--- config.mk ---
export PLATFORM = sky130hd
export DESIGN_NAME = spi_reg_bank_flat
export DESIGN_NICKNAME = d
export VERILOG_FILES = /design/src/rtl/spi_reg_bank_pkg.sv /design/src/rtl/spi_reg_bank_if.sv /design/src/rtl/spi_reg_bank_sync_edge.sv /design/src/rtl/spi_reg_bank.sv /design/src/flat_wrapper.sv
export SDC_FILE = /design/constraint.sdc
export NUM_CORES = 1
export LEC_CHECK = 0
export ABC_AREA = 1
export CAP_MARGIN = 20
export CORE_MARGIN = 1
export CORE_UTILIZATION = 60
export CTS_BUF_LIST = sky130_fd_sc_hd__clkbuf_8
export DETAILED_ROUTE_END_ITERATION = 7
export PLACE_DENSITY_LB_ADDON = 0.3
export SYNTH_ARGS = -nofsm -noshare
export SYNTH_HDL_FRONTEND = slang
export SYNTH_SLANG_ARGS = --single-unit
--- constraint.sdc ---
create_clock -name clk -period 4.1 [get_ports clk]
set_input_delay 0.41 -clock clk [delete_from_list [all_inputs] [get_ports clk]]
set_output_delay 0.41 -clock clk [all_outputs]
set_load 0.01 [all_outputs]
--- src/rtl/spi_reg_bank_pkg.sv ---
// rtl/spi_reg_bank_pkg.sv - shared types, constants and sizing helpers for spi_reg_bank
package spi_reg_pkg;

    typedef enum logic [1:0] {IDLE, CMD, DATA, OVER} state_t;

    localparam logic RW_WRITE = 1'b1;
    localparam logic RW_READ  = 1'b0;

    function automatic int frame_len(input int addr_w, input int data_w);
        return 1 + addr_w + data_w;
    endfunction

    function automatic int clog2(input int v);
        int r;
        r = 0;
        while ((1 << r) < v) r = r + 1;
        return r;
    endfunction

    // Counter must hold FRAME_LEN itself, not just FRAME_LEN-1
    function automatic int cnt_width(input int addr_w, input int data_w);
        return clog2(frame_len(addr_w, data_w) + 1);
    endfunction

endpackage

--- src/rtl/spi_reg_bank_if.sv ---
// rtl/spi_reg_bank_if.sv - SPI pin bundle with controller (master) and peripheral (slave) views
interface spi_reg_bank_if;
    logic sclk;
    logic cs_n;
    logic copi;
    logic cipo;
    logic cipo_oe;

    modport master (output sclk, output cs_n, output copi, input cipo, input cipo_oe);
    modport slave  (input sclk, input cs_n, input copi, output cipo, output cipo_oe);
endinterface

--- src/rtl/spi_reg_bank_sync_edge.sv ---
// rtl/spi_reg_bank_sync_edge.sv - multi-flop synchroniser with single-clk rise/fall pulses
module spi_sync_edge #(
    parameter int   STAGES  = 2,
    parameter logic RST_VAL = 1'b0
) (
    input  logic clk,
    input  logic rst_n,
    input  logic i_async,
    output logic o_rise,
    output logic o_fall
);

    logic [STAGES-1:0] r_sync;
    logic              r_dly;

    always_ff @(posedge clk or negedge rst_n) begin
        if (!rst_n) begin
            r_sync <= {STAGES{RST_VAL}};
            r_dly  <= RST_VAL;
        end else begin
            r_sync <= {r_sync[STAGES-2:0], i_async};
            r_dly  <= r_sync[STAGES-1];
        end
    end

    assign o_rise = r_sync[STAGES-1] & ~r_dly;
    assign o_fall = ~r_sync[STAGES-1] & r_dly;

endmodule

--- src/rtl/spi_reg_bank.sv ---
// rtl/spi_reg_bank.sv - SPI mode-0 register bank with readback; SPI_STATUS_REG_EN maps a status register at NUM_REGS
module spi_reg_bank
    import spi_reg_pkg::*;
#(
    parameter int NUM_REGS    = 8,
    parameter int DATA_W      = 8,
    parameter int ADDR_W      = 7,
    parameter int SYNC_STAGES = 2
) (
    input  logic                       clk,
    input  logic                       rst_n,
    spi_reg_bank_if.slave              spi,
    output logic [NUM_REGS*DATA_W-1:0] regs_flat,
    output logic [NUM_REGS-1:0]        wr_strobe,
    output logic                       frame_err
);

    localparam int FLEN    = frame_len(ADDR_W, DATA_W);
    localparam int CMD_LEN = 1 + ADDR_W;
    localparam int CNT_W   = cnt_width(ADDR_W, DATA_W);
    localparam logic [CNT_W-1:0]  CNT_CMD_LAST  = CNT_W'(CMD_LEN - 1);
    localparam logic [CNT_W-1:0]  CNT_CMD_LEN   = CNT_W'(CMD_LEN);
    localparam logic [CNT_W-1:0]  CNT_DATA_LAST = CNT_W'(FLEN - 1);
    localparam logic [CNT_W-1:0]  CNT_FULL      = CNT_W'(FLEN);
    localparam logic [ADDR_W:0]   NUM_REGS_W    = (ADDR_W+1)'(NUM_REGS);

    logic w_sclk_rise, w_sclk_fall, w_cs_rise, w_cs_fall;
    logic [SYNC_STAGES-1:0] r_copi_sync;
    logic w_copi;

    spi_sync_edge #(.STAGES(SYNC_STAGES), .RST_VAL(1'b0)) u_sclk_sync (
        .clk(clk), .rst_n(rst_n), .i_async(spi.sclk), .o_rise(w_sclk_rise), .o_fall(w_sclk_fall)
    );
    spi_sync_edge #(.STAGES(SYNC_STAGES), .RST_VAL(1'b1)) u_cs_sync (
        .clk(clk), .rst_n(rst_n), .i_async(spi.cs_n), .o_rise(w_cs_rise), .o_fall(w_cs_fall)
    );

    // Same depth as the sclk chain so copi is sampled in the cycle sclk_rise is seen
    always_ff @(posedge clk or negedge rst_n) begin
        if (!rst_n) r_copi_sync <= '0;
        else        r_copi_sync <= {r_copi_sync[SYNC_STAGES-2:0], spi.copi};
    end
    assign w_copi = r_copi_sync[SYNC_STAGES-1];

    state_t              r_state;
    logic [CNT_W-1:0]    r_cnt;
    logic [FLEN-1:0]     r_shift;
    logic                r_overrun;
    logic [DATA_W-1:0]   r_tx;
    logic                r_cipo, r_cipo_oe;
    logic [DATA_W-1:0]   r_regs [NUM_REGS];
    logic [NUM_REGS-1:0] r_wr_strobe;
    logic                r_frame_err;

    logic [FLEN-1:0]     w_shift_next;
    logic                w_rw;
    logic [ADDR_W-1:0]   w_addr, w_cmd_addr;
    logic [DATA_W-1:0]   w_data, w_rd_data;
    logic                w_len_ok, w_addr_ok, w_commit, w_bad;
    logic [NUM_REGS-1:0] w_wr_onehot;

    assign w_shift_next = {r_shift[FLEN-2:0], w_copi};
    assign w_cmd_addr   = w_shift_next[ADDR_W-1:0];
    assign w_rw         = r_shift[FLEN-1];
    assign w_addr       = r_shift[DATA_W +: ADDR_W];
    assign w_data       = r_shift[DATA_W-1:0];
    assign w_len_ok     = (r_cnt == CNT_FULL) && !r_overrun;
    assign w_addr_ok    = ({1'b0, w_addr} < NUM_REGS_W);
    assign w_commit     = w_len_ok && (w_rw == RW_WRITE) && w_addr_ok;
    assign w_bad        = !w_len_ok || ((w_rw == RW_WRITE) && !w_addr_ok);

`ifdef SPI_STATUS_REG_EN
    localparam bit STATUS_MAPPED = (NUM_REGS < (1 << ADDR_W));
    logic [DATA_W-2:0] r_err_cnt;
    logic              r_last_ok;
    logic              w_is_status;
    assign w_is_status = STATUS_MAPPED && (w_cmd_addr == ADDR_W'(NUM_REGS));
`endif

    always_comb begin
        w_rd_data = '0;
        for (int i = 0; i < NUM_REGS; i++)
            if (w_cmd_addr == ADDR_W'(i)) w_rd_data = r_regs[i];
`ifdef SPI_STATUS_REG_EN
        if (w_is_status) w_rd_data = {r_err_cnt, r_last_ok};
`endif
    end

    always_comb begin
        w_wr_onehot = '0;
        for (int i = 0; i < NUM_REGS; i++)
            w_wr_onehot[i] = w_commit && (w_addr == ADDR_W'(i));
    end

    always_ff @(posedge clk or negedge rst_n) begin
        if (!rst_n) begin
            r_state     <= IDLE;
            r_cnt       <= '0;
            r_shift     <= '0;
            r_overrun   <= 1'b0;
            r_tx        <= '0;
            r_cipo      <= 1'b0;
            r_cipo_oe   <= 1'b0;
            r_wr_strobe <= '0;
            r_frame_err <= 1'b0;
            for (int i = 0; i < NUM_REGS; i++) r_regs[i] <= '0;
`ifdef SPI_STATUS_REG_EN
            r_err_cnt   <= '0;
            r_last_ok   <= 1'b0;
`endif
        end else begin
            r_wr_strobe <= '0;
            r_frame_err <= 1'b0;
            // cs_rise has priority so a coincident sclk_rise is never counted
            if (w_cs_rise) begin
                if (r_state != IDLE) begin
                    r_state     <= IDLE;
                    r_cipo      <= 1'b0;
                    r_cipo_oe   <= 1'b0;
                    r_wr_strobe <= w_wr_onehot;
                    r_frame_err <= w_bad;
                    for (int i = 0; i < NUM_REGS; i++)
                        if (w_wr_onehot[i]) r_regs[i] <= w_data;
`ifdef SPI_STATUS_REG_EN
                    r_last_ok <= !w_bad;
                    if (w_bad && (r_err_cnt != '1)) r_err_cnt <= r_err_cnt + 1'b1;
`endif
                end
            end else begin
                case (r_state)
                    IDLE: if (w_cs_fall) begin
                        r_state   <= CMD;
                        r_cnt     <= '0;
                        r_shift   <= '0;
                        r_overrun <= 1'b0;
                    end
                    CMD: if (w_sclk_rise) begin
                        r_shift <= w_shift_next;
                        r_cnt   <= r_cnt + CNT_W'(1);
                        if (r_cnt == CNT_CMD_LAST) begin
                            r_state <= DATA;
                            if (w_shift_next[ADDR_W] == RW_READ) begin
                                r_tx      <= w_rd_data;
                                r_cipo    <= w_rd_data[DATA_W-1];
                                r_cipo_oe <= 1'b1;
`ifdef SPI_STATUS_REG_EN
                                if (w_is_status) r_err_cnt <= '0;
`endif
                            end
                        end
                    end
                    DATA: if (w_sclk_rise) begin
                        r_shift <= w_shift_next;
                        r_cnt   <= r_cnt + CNT_W'(1);
                        if (r_cnt == CNT_DATA_LAST) r_state <= OVER;
                    end else if (w_sclk_fall && r_cipo_oe && (r_cnt > CNT_CMD_LEN)) begin
                        // MSB must survive the fall before the first data rise
                        r_tx   <= {r_tx[DATA_W-2:0], 1'b0};
                        r_cipo <= r_tx[DATA_W-2];
                    end
                    OVER: if (w_sclk_rise) r_overrun <= 1'b1;
                    default: r_state <= IDLE;
                endcase
            end
        end
    end

    for (genvar g = 0; g < NUM_REGS; g++) begin : g_flat
        assign regs_flat[g*DATA_W +: DATA_W] = r_regs[g];
    end

    assign wr_strobe   = r_wr_strobe;
    assign frame_err   = r_frame_err;
    assign spi.cipo    = r_cipo;
    assign spi.cipo_oe = r_cipo_oe;

endmodule

--- src/flat_wrapper.sv ---
// flat-port wrapper written by rule: the top's interface ports become plain ports
module spi_reg_bank_flat import spi_reg_pkg::*;
#(
    parameter int NUM_REGS    = 8,
    parameter int DATA_W      = 8,
    parameter int ADDR_W      = 7,
    parameter int SYNC_STAGES = 2
)
  (clk, rst_n, regs_flat, wr_strobe, frame_err, spi_sclk, spi_cs_n, spi_copi, spi_cipo, spi_cipo_oe);
  spi_reg_bank_if spi_i ();
  input  logic clk;
  input  logic rst_n;
  output logic [NUM_REGS*DATA_W-1:0] regs_flat;
  output logic [NUM_REGS-1:0] wr_strobe;
  output logic frame_err;
  input wire logic [$bits(spi_i.sclk)-1:0] spi_sclk;
  input wire logic [$bits(spi_i.cs_n)-1:0] spi_cs_n;
  input wire logic [$bits(spi_i.copi)-1:0] spi_copi;
  output wire logic [$bits(spi_i.cipo)-1:0] spi_cipo;
  output wire logic [$bits(spi_i.cipo_oe)-1:0] spi_cipo_oe;
  assign spi_i.sclk = spi_sclk;
  assign spi_i.cs_n = spi_cs_n;
  assign spi_i.copi = spi_copi;
  assign spi_cipo = spi_i.cipo;
  assign spi_cipo_oe = spi_i.cipo_oe;
  spi_reg_bank #(.NUM_REGS(NUM_REGS), .DATA_W(DATA_W), .ADDR_W(ADDR_W), .SYNC_STAGES(SYNC_STAGES)) u_core (.clk(clk), .rst_n(rst_n), .spi(spi_i), .regs_flat(regs_flat), .wr_strobe(wr_strobe), .frame_err(frame_err));
endmodule
==> out/qor.yml <==
clock_tree:
  cts.sinks: 114
  cts-resized-gates: 0
  hold_buffers: 0
  cts-buffers-inserted: 17
  htreeDepth: 4
  path_clk_slew_ps: 70
  cts_setup_buffers: 0
  clk_latency_ps: 440
  ctsLongestPathBuffers: 2
  clockRootBuffer: "clkbuf_8"
  tritoncts: "yes"
floorplan:
  dieArea_mm2: 0.00887
  num_io_pins: 80
  chipHeight_um: 94.2
  initial_core_util_pct: 62.1
  row_count: 33
  die_w_um: 94.2
  core_mm2: 0.00822
timing:
  setup_viol_count_final: 0
  layout_min_cycle_time_ps: 2580
  fin_crit_sh_pct: 62.8
  slew_headroom_pct: 50.5
  clock_skew_ps: 14.6
  holdWs_ps: 25.5
  final-max-slew-violation-count: 0
  max_freq_mhz: 388
  fin_tns_setup_ps: 0
  hold_viol: 0
  tightest_slew_ps: 736
  rsz0062_at_grt: "no"
synthesis:
  synth_compound_area_share_pct: 11.4
  synthesis.area_mm2: 0.00510
  synth_top_family_by_area: "simple AND/OR/NAND/NOR gates"
  syn_inst: 594
  ys_ff_latch: 114
  synth_cell_types: 25
  synth_xor_area_share_pct: 0.343
  syn-num-nets: 609
  synth_adder_area_share_pct: 2.45
  ys_warn_count: 0
  muxShareOfSynthArea_pct: 0
  yosys.area_share.simple_pct: 22.2
  ys_seq_area_share_pct: 56.0
  avgSynthCellArea_um2: 8.59
finish:
  final_layout_size_suffix_gt1_share_pct: 5.69
  area_growth_syn_to_layout_pct: 23.5
  diodes: 0
  design_area_mm2: 0.00630
  nNetsFinal: 688
  fillers: 577
  post-route-util_pct: 76.7
drt:
  vias_per_cell: 5.84
  drt-wirelength-per-cell_um: 17.2
  drt_first_pass_iters: 5
  first_iter_violations: 334
  drc: 0
  drt.antenna.violating_nets: 0
  num_vias: 4616
  wirelength_mm: 13.6
power_and_ir_drop:
  power_mw: 2.90
  pwr-share-comb_pct: 21.3
  seq_power_share_pct: 42.7
  p_switching_mw: 0.988
  pwr-share-clk_pct: 35.9
  p_int_mw: 1.91
  switching_share_pct: 34.1
  peakVddDrop_mv: 0.280
  p_per_area_mw_per_mm2: 460
  p_leak_nw: 2.95
global_routing:
  grt_pass1_wl_mm: 22.0
  grt_usage_pct: 33.6
  grt_antenna_before_repair: 0
  grt_overflow: 0
  grt_max_degree: 55
  grt_pass1_vias: 4486
setup_path:
  cp.required_ps: 4420
  worstSetupPathType: "register to register"
  arrival_ps: 2900
  crit_fanout: 17
  endpoint_kind: "register"
  cp-start-kind: "register"
place:
  finalWeightedCongestion: 0.895
  port_buffers: 79
  dpl.hpwl_mm: 8.79
  place_area_mm2: 0.00590
job:
  maxCapViolCount: 0
run_status:
  status: "completed"
worst_hold_path:
  hp-class: "input port to asynchronous set/reset pin"
## Yosys cell counts
cell	count	area, um^2
o2111ai_1	1	8.76
ha_1	10	125
o21ai_1	7	35.0
nor2_1	49	184
buf_1	1	3.75
inv_1	62	233
nand3_1	51	255
a21oi_1	4	20.0
clkbuf_1	14	52.6
a32o_1	1	10.0
o22ai_1	17	106
nor4_1	1	6.26
o211ai_1	6	45.0
xor2_1	2	17.5
clkinv_1	2	7.51
nor3_1	3	15.0
nor3b_4	1	18.8
o21bai_1	1	7.51
nand2_1	163	612
o31ai_1	1	7.51
nand4_1	7	43.8
buf_6	8	90.1
dfrtp_1	111	2780
dfstp_2	3	78.8
o21ai_0	68	340
## flip-flops by register name (all words and copies together) (netlist names), 5 cells and up
signal	cells
u_core.r_cnt	5
u_core.regs_flat	64
u_core.wr_strobe	8
u_core.r_shift	16
u_core.r_tx	7
## critical path, cell delays in order, from the launching register on
cell	delay, ps
dfrtp_1	430
inv_1	70
ha_1	140
nand2_1	70
nor4_1	370
nor3b_4	450
nand3_1	550
o21ai_0	400
## layout make-up
| type | count | area, um^2 | share of cell area, % |
|---|---|---|---|
| sequential | 114 | 2860 | 45.3 |
| multi-input combinational | 393 | 1860 | 29.5 |
| timing repair buffer | 83 | 818 | 13.0 |
| inverter | 64 | 240 | 3.81 |
| clock buffer | 17 | 234 | 3.71 |
| clock inverter | 15 | 163 | 2.58 |
| tap | 105 | 131 | 2.08 |
## per-layer routing
layer | GRT usage [%] | vias to the layer above | wire length [um]
met5 | 0 | - | 0
met4 | 18.8 | 0 | 573
met3 | 9.55 | 48 | 1160
met2 | 51.0 | 249 | 6360
met1 | 43.2 | 2224 | 5480
li1 | - | 2095 | -
## final timing paths
| check | end | slack, ps | depth (start not counted) | from |
|---|---|---|---|---|
| max | u_core.regs_flat[26]$_DFFE_PN0P_ | 1520 | 7 | u_core.r_cnt[0]$_DFFE_PN0P_ |
| min | u_core.r_shift[3]$_DFFE_PN0P_ | 30 | 1 | rst_n |
| max reg2reg | u_core.regs_flat[26]$_DFFE_PN0P_ | 1520 | 7 | u_core.r_cnt[0]$_DFFE_PN0P_ |
| min reg2reg | u_core.u_sclk_sync.r_sync[1]$_DFF_PN0_ | 350 | 0 | u_core.u_sclk_sync.r_sync[0]$_DFF_PN0_ |
| max in group asynchronous | u_core.regs_flat[55]$_DFFE_PN0P_ | 3110 | 2 | rst_n |
| min in group clk | u_core.u_sclk_sync.r_sync[1]$_DFF_PN0_ | 350 | 0 | u_core.u_sclk_sync.r_sync[0]$_DFF_PN0_ |
## power groups by stage
stage	Combinational [mW]	Clock, mW	Sequential [mW]
2_1_floorplan	0.431	0	1.25
3_3_place_gp	0.575	0	1.25
3_5_place_dp	0.595	0	1.26
4_1_cts	0.609	1.05	1.24
5_1_grt	0.689	1.11	1.25
6_report	0.619	1.04	1.24
## per-stage QoR
stage,std cells,worst slack (ps)
6_report,791,1520
5_1_grt,791,1320
4_1_cts,791,1550
3_5_place_dp,759,1710
3_3_place_gp,759,1850
2_1_floorplan,594,2190
## cells by family (layout without fill, tap and decap cells)
group,after synthesis,count (layout)
and+or+nand+nor,275,275
AOI/OAI and AO/OA,106,106
buffers and inverters,87,179
DFF,114,114
xor gates and xnor gates,2,2
adders and majority gates,10,10
## placed cells by master, fill, tap and decap left out, types with 2 or more instances in the layout
master / count
buf_4: 5
dfstp_2: 3
clkinv_1: 2
a21oi_1: 4
o22ai_1: 17
o21ai_1: 7
inv_6: 2
o21ai_0: 68
clkbuf_8: 17
nor3_1: 3
clkdlybuf4s50_1: 78
inv_1: 64
clkinvlp_4: 3
xor2_1: 2
clkinv_4: 5
dfrtp_1: 111
nand3_1: 51
nand4_1: 7
ha_1: 10
nor2_1: 49
o211ai_1: 6
bufinv_16: 2
nand2_1: 163
(Power assumes the default switching activity.)
